**src/rtl/hazard_unit_id_pkg.sv**
```systemverilog
// Shared pipeline definitions for the decode-stage hazard unit.
//   REG_AW     : register-index width
//   hz_state_e : memory-wait FSM states (RUN / MEM_WAIT)
//   hz_match() : "does this source depend on that in-flight destination"
//                test, also used by the EX forwarding muxes
package hazard_unit_id_pkg;

    localparam int REG_AW = 5;

    typedef enum logic {
        RUN      = 1'b0,
        MEM_WAIT = 1'b1
    } hz_state_e;

    // Register 0 is not special: it matches like any other index.
    function automatic logic hz_match(input logic [REG_AW-1:0] src,
                                      input logic [REG_AW-1:0] dest,
                                      input logic              wb_en,
                                      input logic              used);
        return used && wb_en && (src == dest);
    endfunction

endpackage

```
**src/rtl/hazard_unit_id_sat_counter.sv**
```systemverilog
// Saturating up-counter with synchronous clear.
//   clk, rst_n : clock, asynchronous active-low reset
//   clr_i      : clear to zero on the next edge (wins over inc_i)
//   inc_i      : increment on the next edge, sticks at all-ones
//   cnt_o      : current count
module sat_counter #(
    parameter int W = 16
) (
    input  logic         clk,
    input  logic         rst_n,
    input  logic         clr_i,
    input  logic         inc_i,
    output logic [W-1:0] cnt_o
);

    logic [W-1:0] cnt_q, cnt_d;

    always_comb begin
        cnt_d = cnt_q;
        if (clr_i)
            cnt_d = '0;
        else if (inc_i && (cnt_q != {W{1'b1}}))
            cnt_d = cnt_q + 1'b1;
    end

    always_ff @(posedge clk or negedge rst_n) begin
        if (!rst_n) cnt_q <= '0;
        else        cnt_q <= cnt_d;
    end

    assign cnt_o = cnt_q;

endmodule

```
**src/rtl/hazard_unit_id.sv**
```systemverilog
// Decode-stage hazard and pipeline-control unit.
// Detects RAW dependences of the ID instruction on EXE/MEM destinations,
// decides when forwarding cannot cover them, and drives freeze / bubble /
// flush for IF/ID, ID/EXE and EXE/MEM. Also tracks data-memory waits.
//   Inputs : forward_en, src1_ID, src2_ID, two_src_ID, dest_EXE, WB_EN_EXE,
//            MEM_R_EN_EXE, dest_MEM, WB_EN_MEM, MEM_ACC_MEM, mem_ready,
//            branch_taken_EXE
//   Outputs: freeze_IF, bubble_EXE, flush_IF_ID, freeze_all (combinational),
//            mem_timeout_err (sticky), stall_cnt, wait_cnt (registered)
module hazard_unit_id
    import hazard_unit_id_pkg::*;
#(
    parameter int REG_AW      = hazard_unit_id_pkg::REG_AW,
    parameter int CNT_W       = 16,
    parameter int MEM_TIMEOUT = 255
) (
    input  logic              clk,
    input  logic              rst_n,
    input  logic              forward_en,
    input  logic [REG_AW-1:0] src1_ID,
    input  logic [REG_AW-1:0] src2_ID,
    input  logic              two_src_ID,
    input  logic [REG_AW-1:0] dest_EXE,
    input  logic              WB_EN_EXE,
    input  logic              MEM_R_EN_EXE,
    input  logic [REG_AW-1:0] dest_MEM,
    input  logic              WB_EN_MEM,
    input  logic              MEM_ACC_MEM,
    input  logic              mem_ready,
    input  logic              branch_taken_EXE,
    output logic              freeze_IF,
    output logic              bubble_EXE,
    output logic              flush_IF_ID,
    output logic              freeze_all,
    output logic              mem_timeout_err,
    output logic [CNT_W-1:0]  stall_cnt,
    output logic [CNT_W-1:0]  wait_cnt
);

    hz_state_e state_q, state_d;
    logic      m1x, m2x, m1m, m2m, raw_hz;
    logic      mem_busy, stall_inc;
    logic      err_q, err_d;

    assign m1x = hz_match(src1_ID, dest_EXE, WB_EN_EXE, 1'b1);
    assign m2x = hz_match(src2_ID, dest_EXE, WB_EN_EXE, two_src_ID);
    assign m1m = hz_match(src1_ID, dest_MEM, WB_EN_MEM, 1'b1);
    assign m2m = hz_match(src2_ID, dest_MEM, WB_EN_MEM, two_src_ID);

    // With forwarding only a load in EXE cannot be bypassed in time;
    // without it every in-flight producer must drain first.
    assign raw_hz = forward_en ? ((m1x || m2x) && MEM_R_EN_EXE)
                               : (m1x || m2x || m1m || m2m);

    // Mealy: the very first wait cycle already freezes the pipe.
    assign mem_busy = MEM_ACC_MEM && !mem_ready;

    always_comb begin
        state_d     = state_q;
        freeze_IF   = 1'b0;
        bubble_EXE  = 1'b0;
        flush_IF_ID = 1'b0;
        freeze_all  = 1'b0;
        stall_inc   = 1'b0;

        case (state_q)
            RUN:      if (mem_busy)  state_d = MEM_WAIT;
            MEM_WAIT: if (mem_ready) state_d = RUN;
            default:                 state_d = RUN;
        endcase

        // Controls are forced low while reset is held.
        if (rst_n) begin
            if (mem_busy) begin
                // EXE/ID contents are held and re-presented, so a pending
                // branch or hazard is acted on once the wait ends.
                freeze_all = 1'b1;
                freeze_IF  = 1'b1;
            end else if (branch_taken_EXE) begin
                // ID holds a wrong-path instruction; its hazard is moot.
                flush_IF_ID = 1'b1;
                bubble_EXE  = 1'b1;
            end else if (raw_hz) begin
                freeze_IF  = 1'b1;
                bubble_EXE = 1'b1;
                stall_inc  = 1'b1;
            end
        end
    end

    // Set on the edge that takes wait_cnt to MEM_TIMEOUT; sticky until reset.
    assign err_d = err_q || (freeze_all && (wait_cnt == CNT_W'(MEM_TIMEOUT - 1)));

    always_ff @(posedge clk or negedge rst_n) begin
        if (!rst_n) begin
            state_q <= RUN;
            err_q   <= 1'b0;
        end else begin
            state_q <= state_d;
            err_q   <= err_d;
        end
    end

    assign mem_timeout_err = err_q;

    sat_counter #(.W(CNT_W)) u_stall_cnt (
        .clk   (clk),
        .rst_n (rst_n),
        .clr_i (1'b0),
        .inc_i (stall_inc),
        .cnt_o (stall_cnt)
    );

    sat_counter #(.W(CNT_W)) u_wait_cnt (
        .clk   (clk),
        .rst_n (rst_n),
        .clr_i (!freeze_all),
        .inc_i (freeze_all),
        .cnt_o (wait_cnt)
    );

endmodule

```
**config.mk**
```make
export PLATFORM = sky130hd
export DESIGN_NAME = hazard_unit_id
export DESIGN_NICKNAME = d
export VERILOG_FILES = /design/src/rtl/hazard_unit_id_pkg.sv /design/src/rtl/hazard_unit_id_sat_counter.sv /design/src/rtl/hazard_unit_id.sv
export SDC_FILE = /design/constraint.sdc
export NUM_CORES = 1
export LEC_CHECK = 0
export CAP_MARGIN = 20
export CORE_UTILIZATION = 48
export CTS_BUF_LIST = sky130_fd_sc_hd__clkbuf_16
export CTS_CLUSTER_SIZE = 12
export DETAILED_ROUTE_END_ITERATION = 6
export PLACE_DENSITY = 0.85
export SKIP_LAST_GASP = 1
export SYNTH_ARGS = -nofsm -noshare
export SYNTH_HDL_FRONTEND = slang
export SYNTH_SLANG_ARGS = --single-unit
```
**constraint.sdc**
```tcl
create_clock -name clk -period 3.9 [get_ports clk]
set_input_delay 0.78 -clock clk [delete_from_list [all_inputs] [get_ports clk]]
set_output_delay 0.78 -clock clk [all_outputs]
set_load 0.02 [all_outputs]
```
==> qor.txt <==
reg2reg path depth -> 8
number of detailed-routing iterations run before antenna repair -> 4
net count after synthesis -> 224
initial core utilization -> 50.5%
die extent in x -> 64.5 um
I/O pin count -> 67
launch point of the worst reg-to-reg path -> u_stall_cnt.cnt_o[8]
gr usage total -> 24.6%
number of failing setup endpoints in the final timing report -> 0
proportion of layout cells with a drive suffix above 1 -> 6.69%
post-layout util -> 74.4%
routed vias -> 1759
FP Rows -> 22
FF/Latch Area -> 826 sq um
Routed WL per cell -> 14.6 um
clock-pin slew on the worst setup and hold paths -> 0.05 ns
LEAKAGE -> 1.12 nW
mapped cell area -> 1880 sq um
combinational cell fraction of total power -> 13.3%
number of design-rule violations left by the first detailed-router iteration -> 134
level count of the clock H-tree -> 2
residual overflow from global routing -> 0
end of the worst register-to-register path -> u_stall_cnt.cnt_o[7]
vias per inst -> 5.55
critical path class -> in -> out
type of the tightest min-delay check -> reg -> reg
maximum net fanout on the critical path -> 3
via count of the first global-routing pass -> 1714
first-pass GRT wire length -> 7.91 mm
most frequent cell after synthesis -> sky130_fd_sc_hd__dfrtp_1
Final Net Count -> 301
number of post-CTS setup repair buffers -> 0
placeable core region -> 3720 sq um
final antenna diode count -> 0
internal power -> 0.641 mW
data required time at the worst endpoint -> 3.12 ns
total negative setup slack -> 0 ns
clock share of power -> 43.8%
DP Wirelength -> 3.46 mm
hold violation total from the final report -> 0
clock tree root buffer cell -> sky130_fd_sc_hd__clkbuf_16
share of flip-flops with an asynchronous set or reset after synthesis -> 100%
count of buffers inserted at the top-level ports -> 66
setup repair after global routing missed its margin -> no
status -> completed
cells taking the most area after synthesis -> sky130_fd_sc_hd__dfrtp_1 44%, sky130_fd_sc_hd__xnor2_1 14%, sky130_fd_sc_hd__xor2_1 7.0%
most common flop cell mapped by yosys -> sky130_fd_sc_hd__dfrtp_1
pwr dens -> 301 nW/um^2
post-synthesis average cell area -> 9.82 sq um
Worst Setup Start Kind -> primary input
max-cap violations -> 0
initial antenna violation count -> 0
relative contribution of sequential cells to total power -> 42.9%
Post-CTS Resized -> 0
Commonest cells post-synth -> 33 x sky130_fd_sc_hd__dfrtp_1, 30 x sky130_fd_sc_hd__xnor2_1, 23 x sky130_fd_sc_hd__nor2_1, 15 x sky130_fd_sc_hd__nand3_1, 15 x sky130_fd_sc_hd__xor2_1
timing endpoint of the critical path -> bubble_EXE
clock tree from TritonCTS -> yes
clock period minus final worst setup slack -> 3.66 ns
Die Outline Area -> 4160 sq um
type of destination of the critical path -> output pin
number of nets with antenna violations after detailed routing -> 0
worst IR drop on VDD -> 0.253 mV
largest net degree at the start of global routing -> 18
FILL cells -> 273
number of buffers on the longest clock path -> 2
net switching power of the design -> 0.192 mW
dominant cell type by area after synthesis -> sky130_fd_sc_hd__dfrtp_1
share of the cycle needed by the critical path after routing -> 93.8%
Worst Tran Pin Value -> 0.654 ns
switching share of power -> 23.0%
top cell type's share of synthesized area -> 44.0%
number of buffers added by the clock tree synthesis step -> 5
y dimension of the die -> 64.5 um
final wirelength -> 4.62 mm
synthesized flop and latch total -> 33
clk_lat worst skew -> 0.27 ns
EDFF count, synth -> 0
number of instances in the synthesized netlist -> 191
flop2flop setup slack -> 1.51 ns
TritonCTS sink count -> 33
Worst Path Arrival -> 2.88 ns
DR DRC count -> 0
CTS Hold Bufs -> 0
Worst Setup SP -> src1_ID[3]
final weighted congestion of routability-driven global placement -> 0.881
area delta synth->final -> 47.4%
library cells used by synthesis -> 29
number of slew-limit violations in the final report -> 0
Max-Slew Margin vs Limit -> 56.1%
worst min-delay path startpoint -> mem_timeout_err
highest clock rate -> 0.273 GHz
count of yosys warnings during synthesis -> 0
part of the Yosys area used for sequential elements -> 44.0%
worst-case clock skew -> 0.00354 ns
area of the multi-input gates -> 1020 sq um
worst min-delay path by stage:
stage	to	slack, ns	cells after the start
4_1_cts	mem_timeout_err	0.47	1
3_5_place_dp	mem_timeout_err	0.46	1
5_1_grt	mem_timeout_err	0.49	1
6_report	mem_timeout_err	0.47	1
3_3_place_gp	mem_timeout_err	0.45	1
2_1_floorplan	mem_timeout_err	0.48	0
worst max-delay path: stages:
cell and delay (ns):
sky130_fd_sc_hd__clkdlybuf4s50_1 0.45, sky130_fd_sc_hd__xor2_1 0.18, sky130_fd_sc_hd__nor4_1 0.25, sky130_fd_sc_hd__and4_1 0.23, sky130_fd_sc_hd__nor4_2 0.06, sky130_fd_sc_hd__buf_4 0.15
sky130_fd_sc_hd__a21oi_1 0.14, sky130_fd_sc_hd__clkdlybuf4s50_1 0.63
placed cells by master, fill, tap and decap left out, drive strengths merged, types with 2 or more instances in the layout:
| cell type | Yosys | layout |
|---|---|---|
| a211oi | 2 | 2 |
| a21oi | 2 | 2 |
| and3 | 6 | 6 |
| and4 | 5 | 5 |
| buf | 1 | 6 |
| clkbuf | 1 | 5 |
| clkdlybuf4s50 | 0 | 66 |
| clkinv | 0 | 2 |
| dfrtp | 33 | 33 |
| ha | 3 | 3 |
| inv | 5 | 6 |
| mux2 | 2 | 2 |
| nand2 | 12 | 12 |
| nand2b | 2 | 2 |
| nand3 | 15 | 15 |
| nand4 | 14 | 14 |
| nor2 | 23 | 23 |
| nor3 | 6 | 6 |
| nor4 | 4 | 4 |
| o21ai | 3 | 3 |
| xnor2 | 30 | 30 |
| xor2 | 15 | 15 |
area by class of cell:
cell class,count,area share (%)
clock buffers,5,4.52
well taps,48,2.17
repair buffers,72,25.5
flip-flops and latches,33,29.9
multi-input cells,151,36.7
clock inverters,3,0.498
inverters,5,0.679
sequential cells by signal, summed over array words and instances (netlist names):
name	count
mem_timeout_err	1
u_wait_cnt.cnt_o	16
u_stall_cnt.cnt_o	16
layer usage:
layer	wire, um	up-vias	GRT usage [%]	share of wire [%]
met1	2130	840	31.6	46
met3	200	17	5.11	4.3
met5	0	-	0	0
met4	121	0	9.72	2.6
met2	2170	74	40.3	47
li1	-	828	-	-
metrics by stage:
stage | area (sq um) | hold slack (ns) | total power, mW | std cells | setup WS [ns]
after floorplan | 1880 | 0.484 | 0.405 | 191 | 1.21
after global placement | 2630 | 0.454 | 0.473 | 309 | 0.260
after detailed placement | 2630 | 0.457 | 0.474 | 309 | 0.219
after CTS | 2770 | 0.468 | 0.839 | 317 | 0.216
after global routing | 2770 | 0.486 | 0.866 | 317 | 0.0458
final | 2770 | 0.467 | 0.833 | 317 | 0.240
power by group through the flow:
| stage | sequential [mW] | clock [mW] | combinational [mW] |
|---|---|---|---|
| after floorplan | 0.369 | 0 | 0.0353 |
| after global placement | 0.363 | 0 | 0.110 |
| after detailed placement | 0.363 | 0 | 0.112 |
| after CTS | 0.357 | 0.369 | 0.112 |
| after global routing | 0.359 | 0.387 | 0.120 |
| final | 0.357 | 0.365 | 0.111 |
kinds of logic (layout without fill, tap and decap cells):
logic type                 Yosys count  count (layout)  share of synthesized area [%]
DFF                                 33              33                           44.0
AOI/OAI and AO/OA                   10              10                           3.47
buffers and inverters                7              85                           1.80
muxes                                2               2                           1.20
adders and majority gates            3               3                           2.00
and+or+nand+nor                     91              91                           26.5
xor gates and xnor gates            45              45                           21.0
(Power assumes the default switching activity.)
